<file path="src/rtl/rle_pkg.sv">
// rtl/rle_pkg.sv - shared types and constants for the RLE row compressor.
// RLE_ROW_INDEX_EN selects the 3-byte end-of-row trailer carrying the row index.
package rle_pkg;

  typedef enum logic [1:0] {
    ACCUM    = 2'd0,
    EMIT_CNT = 2'd1,
    EMIT_VAL = 2'd2,
    EMIT_EOR = 2'd3
  } rle_state_t;

  localparam logic [7:0] EOR_MARKER = 8'h00;
  localparam int ROW_IDX_W = 16;

`ifdef RLE_ROW_INDEX_EN
  localparam int EOR_BYTES = 3;
`else
  localparam int EOR_BYTES = 1;
`endif

endpackage

</file>
<file path="src/rtl/rle_token_serializer.sv">
// rtl/rle_token_serializer.sv - turns one latched token or row marker into a byte stream.
// RLE_ROW_INDEX_EN appends row_idx (LSB first) after the 0x00 marker.
module rle_token_serializer
  import rle_pkg::*;
#(
  parameter int PIX_BYTES = 2
) (
  input  logic                 CLK,
  input  logic                 RST,
  input  logic                 clear,
  input  logic                 start,
  input  logic [7:0]           tok_cnt,
  input  logic [8*PIX_BYTES-1:0] tok_val,
  input  logic                 tok_eor,
`ifdef RLE_ROW_INDEX_EN
  input  logic [ROW_IDX_W-1:0] row_idx,
`endif
  output logic [7:0]           o_byte,
  output logic                 o_byte_valid,
  input  logic                 i_byte_ready,
  output logic                 busy,
  output logic                 tok_done,
  output logic                 eor_done
);

  localparam int PW = 8 * PIX_BYTES;
  localparam logic [1:0] VAL_LAST = 2'(PIX_BYTES - 1);
  localparam logic [1:0] EOR_LAST = 2'(EOR_BYTES - 1);

  rle_state_t      state;
  logic [PW-1:0]   val_q;
  logic [1:0]      idx;
  logic            accept;
`ifdef RLE_ROW_INDEX_EN
  logic [ROW_IDX_W-1:0] row_q;
`endif

  assign accept   = o_byte_valid && i_byte_ready;
  assign tok_done = accept && (state == EMIT_VAL) && (idx == VAL_LAST);
  assign eor_done = accept && (state == EMIT_EOR) && (idx == EOR_LAST);
  assign busy     = (state != ACCUM);

  // A new start may coincide with the last byte of the previous token, giving back-to-back tokens.
  always_ff @(posedge CLK or negedge RST) begin
    if (!RST) begin
      state        <= ACCUM;
      val_q        <= '0;
      idx          <= '0;
      o_byte       <= '0;
      o_byte_valid <= 1'b0;
`ifdef RLE_ROW_INDEX_EN
      row_q        <= '0;
`endif
    end else if (clear) begin
      state        <= ACCUM;
      val_q        <= '0;
      idx          <= '0;
      o_byte       <= '0;
      o_byte_valid <= 1'b0;
`ifdef RLE_ROW_INDEX_EN
      row_q        <= '0;
`endif
    end else if (start) begin
      o_byte_valid <= 1'b1;
      idx          <= '0;
      if (tok_eor) begin
        state  <= EMIT_EOR;
        o_byte <= EOR_MARKER;
`ifdef RLE_ROW_INDEX_EN
        row_q  <= row_idx;
`endif
      end else begin
        state  <= EMIT_CNT;
        o_byte <= tok_cnt;
        val_q  <= tok_val;
      end
    end else if (accept) begin
      case (state)
        EMIT_CNT: begin
          state  <= EMIT_VAL;
          o_byte <= val_q[PW-1 -: 8];
          val_q  <= val_q << 8;
          idx    <= '0;
        end
        EMIT_VAL: begin
          if (idx == VAL_LAST) begin
            state        <= ACCUM;
            o_byte_valid <= 1'b0;
          end else begin
            o_byte <= val_q[PW-1 -: 8];
            val_q  <= val_q << 8;
            idx    <= idx + 2'd1;
          end
        end
        EMIT_EOR: begin
          if (idx == EOR_LAST) begin
            state        <= ACCUM;
            o_byte_valid <= 1'b0;
          end else begin
`ifdef RLE_ROW_INDEX_EN
            o_byte <= row_q[7:0];
            row_q  <= row_q >> 8;
`endif
            idx    <= idx + 2'd1;
          end
        end
        default: state <= ACCUM;
      endcase
    end
  end

endmodule

</file>
<file path="src/rtl/rle_row_compressor.sv">
// rtl/rle_row_compressor.sv - run-length row compressor: run tracking, row close and flush sequencing.
// RLE_ROW_INDEX_EN enables the row_idx counter carried in the end-of-row trailer.
module rle_row_compressor
  import rle_pkg::*;
#(
  parameter int ROW_PIXELS = 640,
  parameter int PIX_BYTES  = 2,
  parameter int MAX_RUN    = 255
) (
  input  logic                   CLK,
  input  logic                   RST,
  input  logic                   i_frame_start,
  input  logic [8*PIX_BYTES-1:0] i_pixel,
  input  logic                   i_pix_valid,
  output logic                   o_pix_ready,
  output logic [7:0]             o_byte,
  output logic                   o_byte_valid,
  input  logic                   i_byte_ready,
  output logic                   o_row_done
);

  localparam int PW   = 8 * PIX_BYTES;
  localparam int PC_W = (ROW_PIXELS > 1) ? $clog2(ROW_PIXELS) : 1;
  localparam logic [PC_W-1:0] PIX_LAST = PC_W'(ROW_PIXELS - 1);

  logic [7:0]      run_cnt;
  logic [PW-1:0]   run_val;
  logic [PC_W-1:0] pix_cnt;
  logic            flush_pending;
`ifdef RLE_ROW_INDEX_EN
  logic [ROW_IDX_W-1:0] row_idx;
`endif

  logic          pix_acc, row_last, run_open, extend, brk;
  logic          start, tok_eor, busy, tok_done, eor_done;
  logic [7:0]    tok_cnt;
  logic [PW-1:0] tok_val;

  assign pix_acc  = i_pix_valid && o_pix_ready && !i_frame_start;
  assign row_last = (pix_cnt == PIX_LAST);
  assign run_open = (run_cnt != 8'd0);
  assign extend   = run_open && (i_pixel == run_val) && (run_cnt < 8'(MAX_RUN));
  assign brk      = run_open && !extend;

  // A breaking pixel ships the old run; a row-closing pixel that extends ships the run including itself.
  always_comb begin
    start   = 1'b0;
    tok_eor = 1'b0;
    tok_cnt = run_cnt;
    tok_val = run_val;
    if (!i_frame_start) begin
      if (pix_acc && brk) begin
        start = 1'b1;
      end else if (pix_acc && row_last) begin
        start   = 1'b1;
        tok_cnt = run_open ? run_cnt + 8'd1 : 8'd1;
        tok_val = run_open ? run_val : i_pixel;
      end else if (tok_done && flush_pending) begin
        start   = 1'b1;
        tok_eor = !run_open;
      end
    end
  end

  always_ff @(posedge CLK or negedge RST) begin
    if (!RST) begin
      run_cnt       <= '0;
      run_val       <= '0;
      pix_cnt       <= '0;
      flush_pending <= 1'b0;
      o_pix_ready   <= 1'b0;
      o_row_done    <= 1'b0;
`ifdef RLE_ROW_INDEX_EN
      row_idx       <= '0;
`endif
    end else if (i_frame_start) begin
      run_cnt       <= '0;
      run_val       <= '0;
      pix_cnt       <= '0;
      flush_pending <= 1'b0;
      o_pix_ready   <= 1'b1;
      o_row_done    <= 1'b0;
`ifdef RLE_ROW_INDEX_EN
      row_idx       <= '0;
`endif
    end else begin
      o_row_done  <= eor_done;
      o_pix_ready <= !start && (!busy || tok_done || eor_done);
      if (pix_acc) begin
        pix_cnt <= row_last ? '0 : pix_cnt + PC_W'(1);
        if (row_last)
          flush_pending <= 1'b1;
        if (brk) begin
          run_val <= i_pixel;
          run_cnt <= 8'd1;
        end else if (row_last) begin
          run_cnt <= 8'd0;
        end else if (extend) begin
          run_cnt <= run_cnt + 8'd1;
        end else begin
          run_val <= i_pixel;
          run_cnt <= 8'd1;
        end
      end
      if (tok_done && flush_pending && run_open)
        run_cnt <= 8'd0;
      if (eor_done) begin
        flush_pending <= 1'b0;
        run_cnt       <= 8'd0;
`ifdef RLE_ROW_INDEX_EN
        row_idx       <= row_idx + ROW_IDX_W'(1);
`endif
      end
    end
  end

  rle_token_serializer #(
    .PIX_BYTES (PIX_BYTES)
  ) u_ser (
    .CLK          (CLK),
    .RST          (RST),
    .clear        (i_frame_start),
    .start        (start),
    .tok_cnt      (tok_cnt),
    .tok_val      (tok_val),
    .tok_eor      (tok_eor),
`ifdef RLE_ROW_INDEX_EN
    .row_idx      (row_idx),
`endif
    .o_byte       (o_byte),
    .o_byte_valid (o_byte_valid),
    .i_byte_ready (i_byte_ready),
    .busy         (busy),
    .tok_done     (tok_done),
    .eor_done     (eor_done)
  );

endmodule
</file>
<file path="config.mk">
export PLATFORM = sky130hd
export DESIGN_NAME = rle_row_compressor
export DESIGN_NICKNAME = d
export VERILOG_FILES = /design/src/rtl/rle_pkg.sv /design/src/rtl/rle_token_serializer.sv /design/src/rtl/rle_row_compressor.sv
export SDC_FILE = /design/constraint.sdc
export NUM_CORES = 1
export LEC_CHECK = 0
export ABC_AREA = 1
export ABC_CLOCK_PERIOD_IN_PS = 2000
export BUFFER_PORTS_ARGS = -buffer_cell sky130_fd_sc_hd__buf_2
export CORE_MARGIN = 2
export CORE_UTILIZATION = 55
export CTS_CLUSTER_SIZE = 30
export DETAILED_ROUTE_END_ITERATION = 16
export PLACE_DENSITY = 0.75
export SLEW_MARGIN = 20
export SYNTH_ARGS = -nofsm -noshare
export SYNTH_HDL_FRONTEND = slang
export SYNTH_SLANG_ARGS = --single-unit
export TNS_END_PERCENT = 10
</file>
<file path="constraint.sdc">
create_clock -name CLK -period 2 [get_ports CLK]
set_input_delay 0.4 -clock CLK [delete_from_list [all_inputs] [get_ports CLK]]
set_output_delay 0.4 -clock CLK [all_outputs]
set_load 0.01 [all_outputs]
</file>
==> impl_metrics.yaml <==
floorplan:
  die_area_sq_um: 8240
  die_x_um: 90.8
  initial_core_util: 0.571
  core_area_sq_um: 7250
  rows: 31
  io-pin-count: 32
  die_h_um: 90.8
layout:
  antenna-diode-count: 0
  drive_gt1_frac: 0.262
  nNetsFinal: 694
  areaGrowthSynthToFinish_pct: 29.5
  mostFrequentLayoutCells: "nand2_1 (197), dfrtp_1 (66), inv_1 (59), o21ai_0 (40), nor2_1 (38)"
  postLayoutCoreUtil: 0.740
  layout.filler_cells: 553
  final_common_cell: "nand2_1"
timing:
  relSlewSlack: 0.682
  timing.final.ws_setup_ns: -0.0163
  max_freq_mhz: 496
  grt_setup_unrepaired: "true"
  min_cycle_time_layout_ns: 2.02
  maxSlewViolCount: 0
  final_setup_violation_count: 2
  finalHoldViolations: 0
  final.setup.tns_ns: -0.0253
  fin_worst_skew_ns: 0.0124
  worst_slew_pin_slew_ns: 0.472
  fin_crit_sh: 1.01
grt:
  first_pass_grt_wire_length_um: 17400
  met2_usage: 0.458
  grt_antenna_before_repair: 0
  grt_max_degree: 67
  grt_use_met1: 0.335
  busiest_layer: "met2"
  number_of_global_route_vias_before_repair: 3802
  overflow: 0
  overall_fraction_of_global_route_tracks_in_use: 0.266
  gr-usage-met3: 0.0334
synthesis:
  ys_seq_elements: 66
  synth.yosys.seq_area_share: 0.399
  yosys_most_used_dff: "dfrtp_1"
  synth_nets: 612
  synth_enable_flop_cells: 0
  post_synthesis_cell_count: 582
  yosys_warnings: 0
  post_synth_num_cell_types: 37
  synth_area_sq_um: 4140
  synthesis.area_per_instance_sq_um: 7.12
  async_reset_ff_frac: 1.00
worst_setup_path:
  r2r_setup_slack_ns: -0.02
  required_time_of_the_critical_path_ns: 2.29
  r2r.worst_path.cells: 15
  critPathKind: "register to register"
  crit_path_start: "run_cnt[1]$_DFFE_PN0P_"
  start_kind: "register"
  worstSetupEndpoint: "u_ser.o_byte[1]$_DFFE_PN0P_"
  worst_r2r_endpoint: "u_ser.o_byte[1]$_DFFE_PN0P_"
  crit_arrival_ns: 2.31
  setup.worst_path.end_class: "register"
  crit_path_max_fanout: 4
  r2r_start: "run_cnt[1]$_DFFE_PN0P_"
detailed_routing:
  drt_iter0_drc: 292
  drt_wl_total_um: 11300
  drtAntennaViolNets: 0
  detail_route.vias_per_cell: 5.45
  dr_total_vias: 4184
  post-route-drc-count: 0
  drt-wirelength-per-cell_um: 14.8
  drt_pass1_iterations: 5
placement:
  port_buffers: 31
  placed_wire_length_estimate_um: 7590
  globalplace.congestion: 0.889
pwr:
  cellPowerDensity_nw_per_um2: 626
  max-vdd-ir-drop_mv: 0.315
  power_w: 0.00336
  power_leakage_nw: 2.65
clock_tree:
  cts.clk_slew.worst_paths_ns: 0.08
  tritoncts: "built"
  clock-sinks: 66
  cts-root-to-sink-buffers: 2
  cts-root-buf: "clkbuf_8"
  worst_skew_pair.late_latency_ns: 0.36
  cts_buffers: 9
  htreeDepth: 3
worst_hold_path:
  hold_path.class: "input port to async pin"
flow_run:
  drv.max_cap_violation_count: 0
run_status:
  violated_checks: "negative setup slack"
  outcome: "finished with violations"
==> power by group <==
part,switching [W],leakage [nW],internal (W)
clock,0.000565,0.103,0.000611
sequential,0.0000545,0.891,0.00141
combinational,0.000424,1.65,0.000295
==> routing by layer <==
| layer | vias up | routed length (um) |
|---|---|---|
| met2 | 167 | 5850 |
| li1 | 2038 | - |
| met3 | 26 | 617 |
| met4 | 0 | 238 |
| met1 | 1953 | 4640 |
| met5 | - | 0 |
==> synthesized netlist by cell type (3+ instances only) <==
cell type	number	area, sq um
nand3_1	32	160
a21oi_1	17	85.1
ha_1	9	113
xnor2_1	3	26.3
dfrtp_1	66	1650
nor2_1	47	176
nand2_4	3	33.8
o2111ai_1	8	70.1
buf_6	5	56.3
buf_2	7	35.0
nor2_2	4	25.0
o32ai_1	4	35.0
xor2_1	6	52.6
inv_1	64	240
nand2_1	211	792
inv_2	6	22.5
nor3_1	4	20.0
clkbuf_1	4	15.0
o21ai_0	50	250
nand4_1	10	62.6
==> sequential cells by signal, indices dropped and copies added, names as in the netlist <==
name,count
o_row_done,1
run_val,16
u_ser.idx,2
o_pix_ready,1
pix_cnt,10
run_cnt,8
u_ser.state,2
u_ser.val_q,16
u_ser.o_byte,8
u_ser.o_byte_valid,1
flush_pending,1
==> final cells by class <==
class | count | area (sq um) | share of cell area
Multi-Input combinational cell | 431 | 2410 | 0.449
Clock inverter | 6 | 65.1 | 0.0121
Tap cell | 99 | 124 | 0.0231
Inverter | 70 | 268 | 0.0499
Clock buffer | 10 | 138 | 0.0257
Timing Repair Buffer | 86 | 711 | 0.132
Sequential cell | 66 | 1650 | 0.308
==> timing repair <==
item                       CTS  global route
cloned                       0             3
hold buffers                 0             0
setup endpoints to repair   42            52
setup buffers                7             6
gates resized for setup      6            82
pin swaps                    3            37
==> critical path, cell delays in order, from the launching register on <==
cell     delay, ns
dfrtp_1       0.41
inv_2         0.07
ha_4          0.16
nand2_2       0.05
nor2_2        0.04
nand2_2       0.09
nand2_2       0.07
nor2_4        0.12
nand3_4       0.16
buf_12        0.17
nand2_8       0.07
buf_6         0.10
nand2_2       0.05
nand2_2       0.09
nand3_2       0.12
a21oi_2       0.16
==> logic make-up after synthesis <==
| group | count (synthesis) | synth area share |
|---|---|---|
| xor+xnor | 9 | 0.0190 |
| flops | 66 | 0.399 |
| simple gates | 323 | 0.339 |
| buf+inv | 87 | 0.0909 |
| fa+ha+maj | 9 | 0.0272 |
| compound gates | 88 | 0.125 |
==> through the flow <==
step                cells  setup WS, ns  cell area [sq um]  hold WS, ns
floorplan             582        0.0856               4140        0.104
global route          768       -0.0989               5360       0.0723
CTS                   759       0.00147               4970       0.0689
detailed placement    736        -0.135               4680        0.453
global placement      736       -0.0270               4680        0.444
finish                768       -0.0163               5360       0.0358
==> worst min-delay path by stage <==
stage / endpoint / cells past startpoint
after CTS: pix_cnt[4]$_DFFE_PN0P_ / 2
final: pix_cnt[2]$_DFFE_PN0P_ / 2
after global routing: run_cnt[3]$_DFFE_PN0P_ / 2
after detailed placement: pix_cnt[2]$_DFFE_PN0P_ / 2
after global placement: pix_cnt[4]$_DFFE_PN0P_ / 2
after floorplan: flush_pending$_DFFE_PN0P_ / 0
Power figures use the tool's default switching activity.
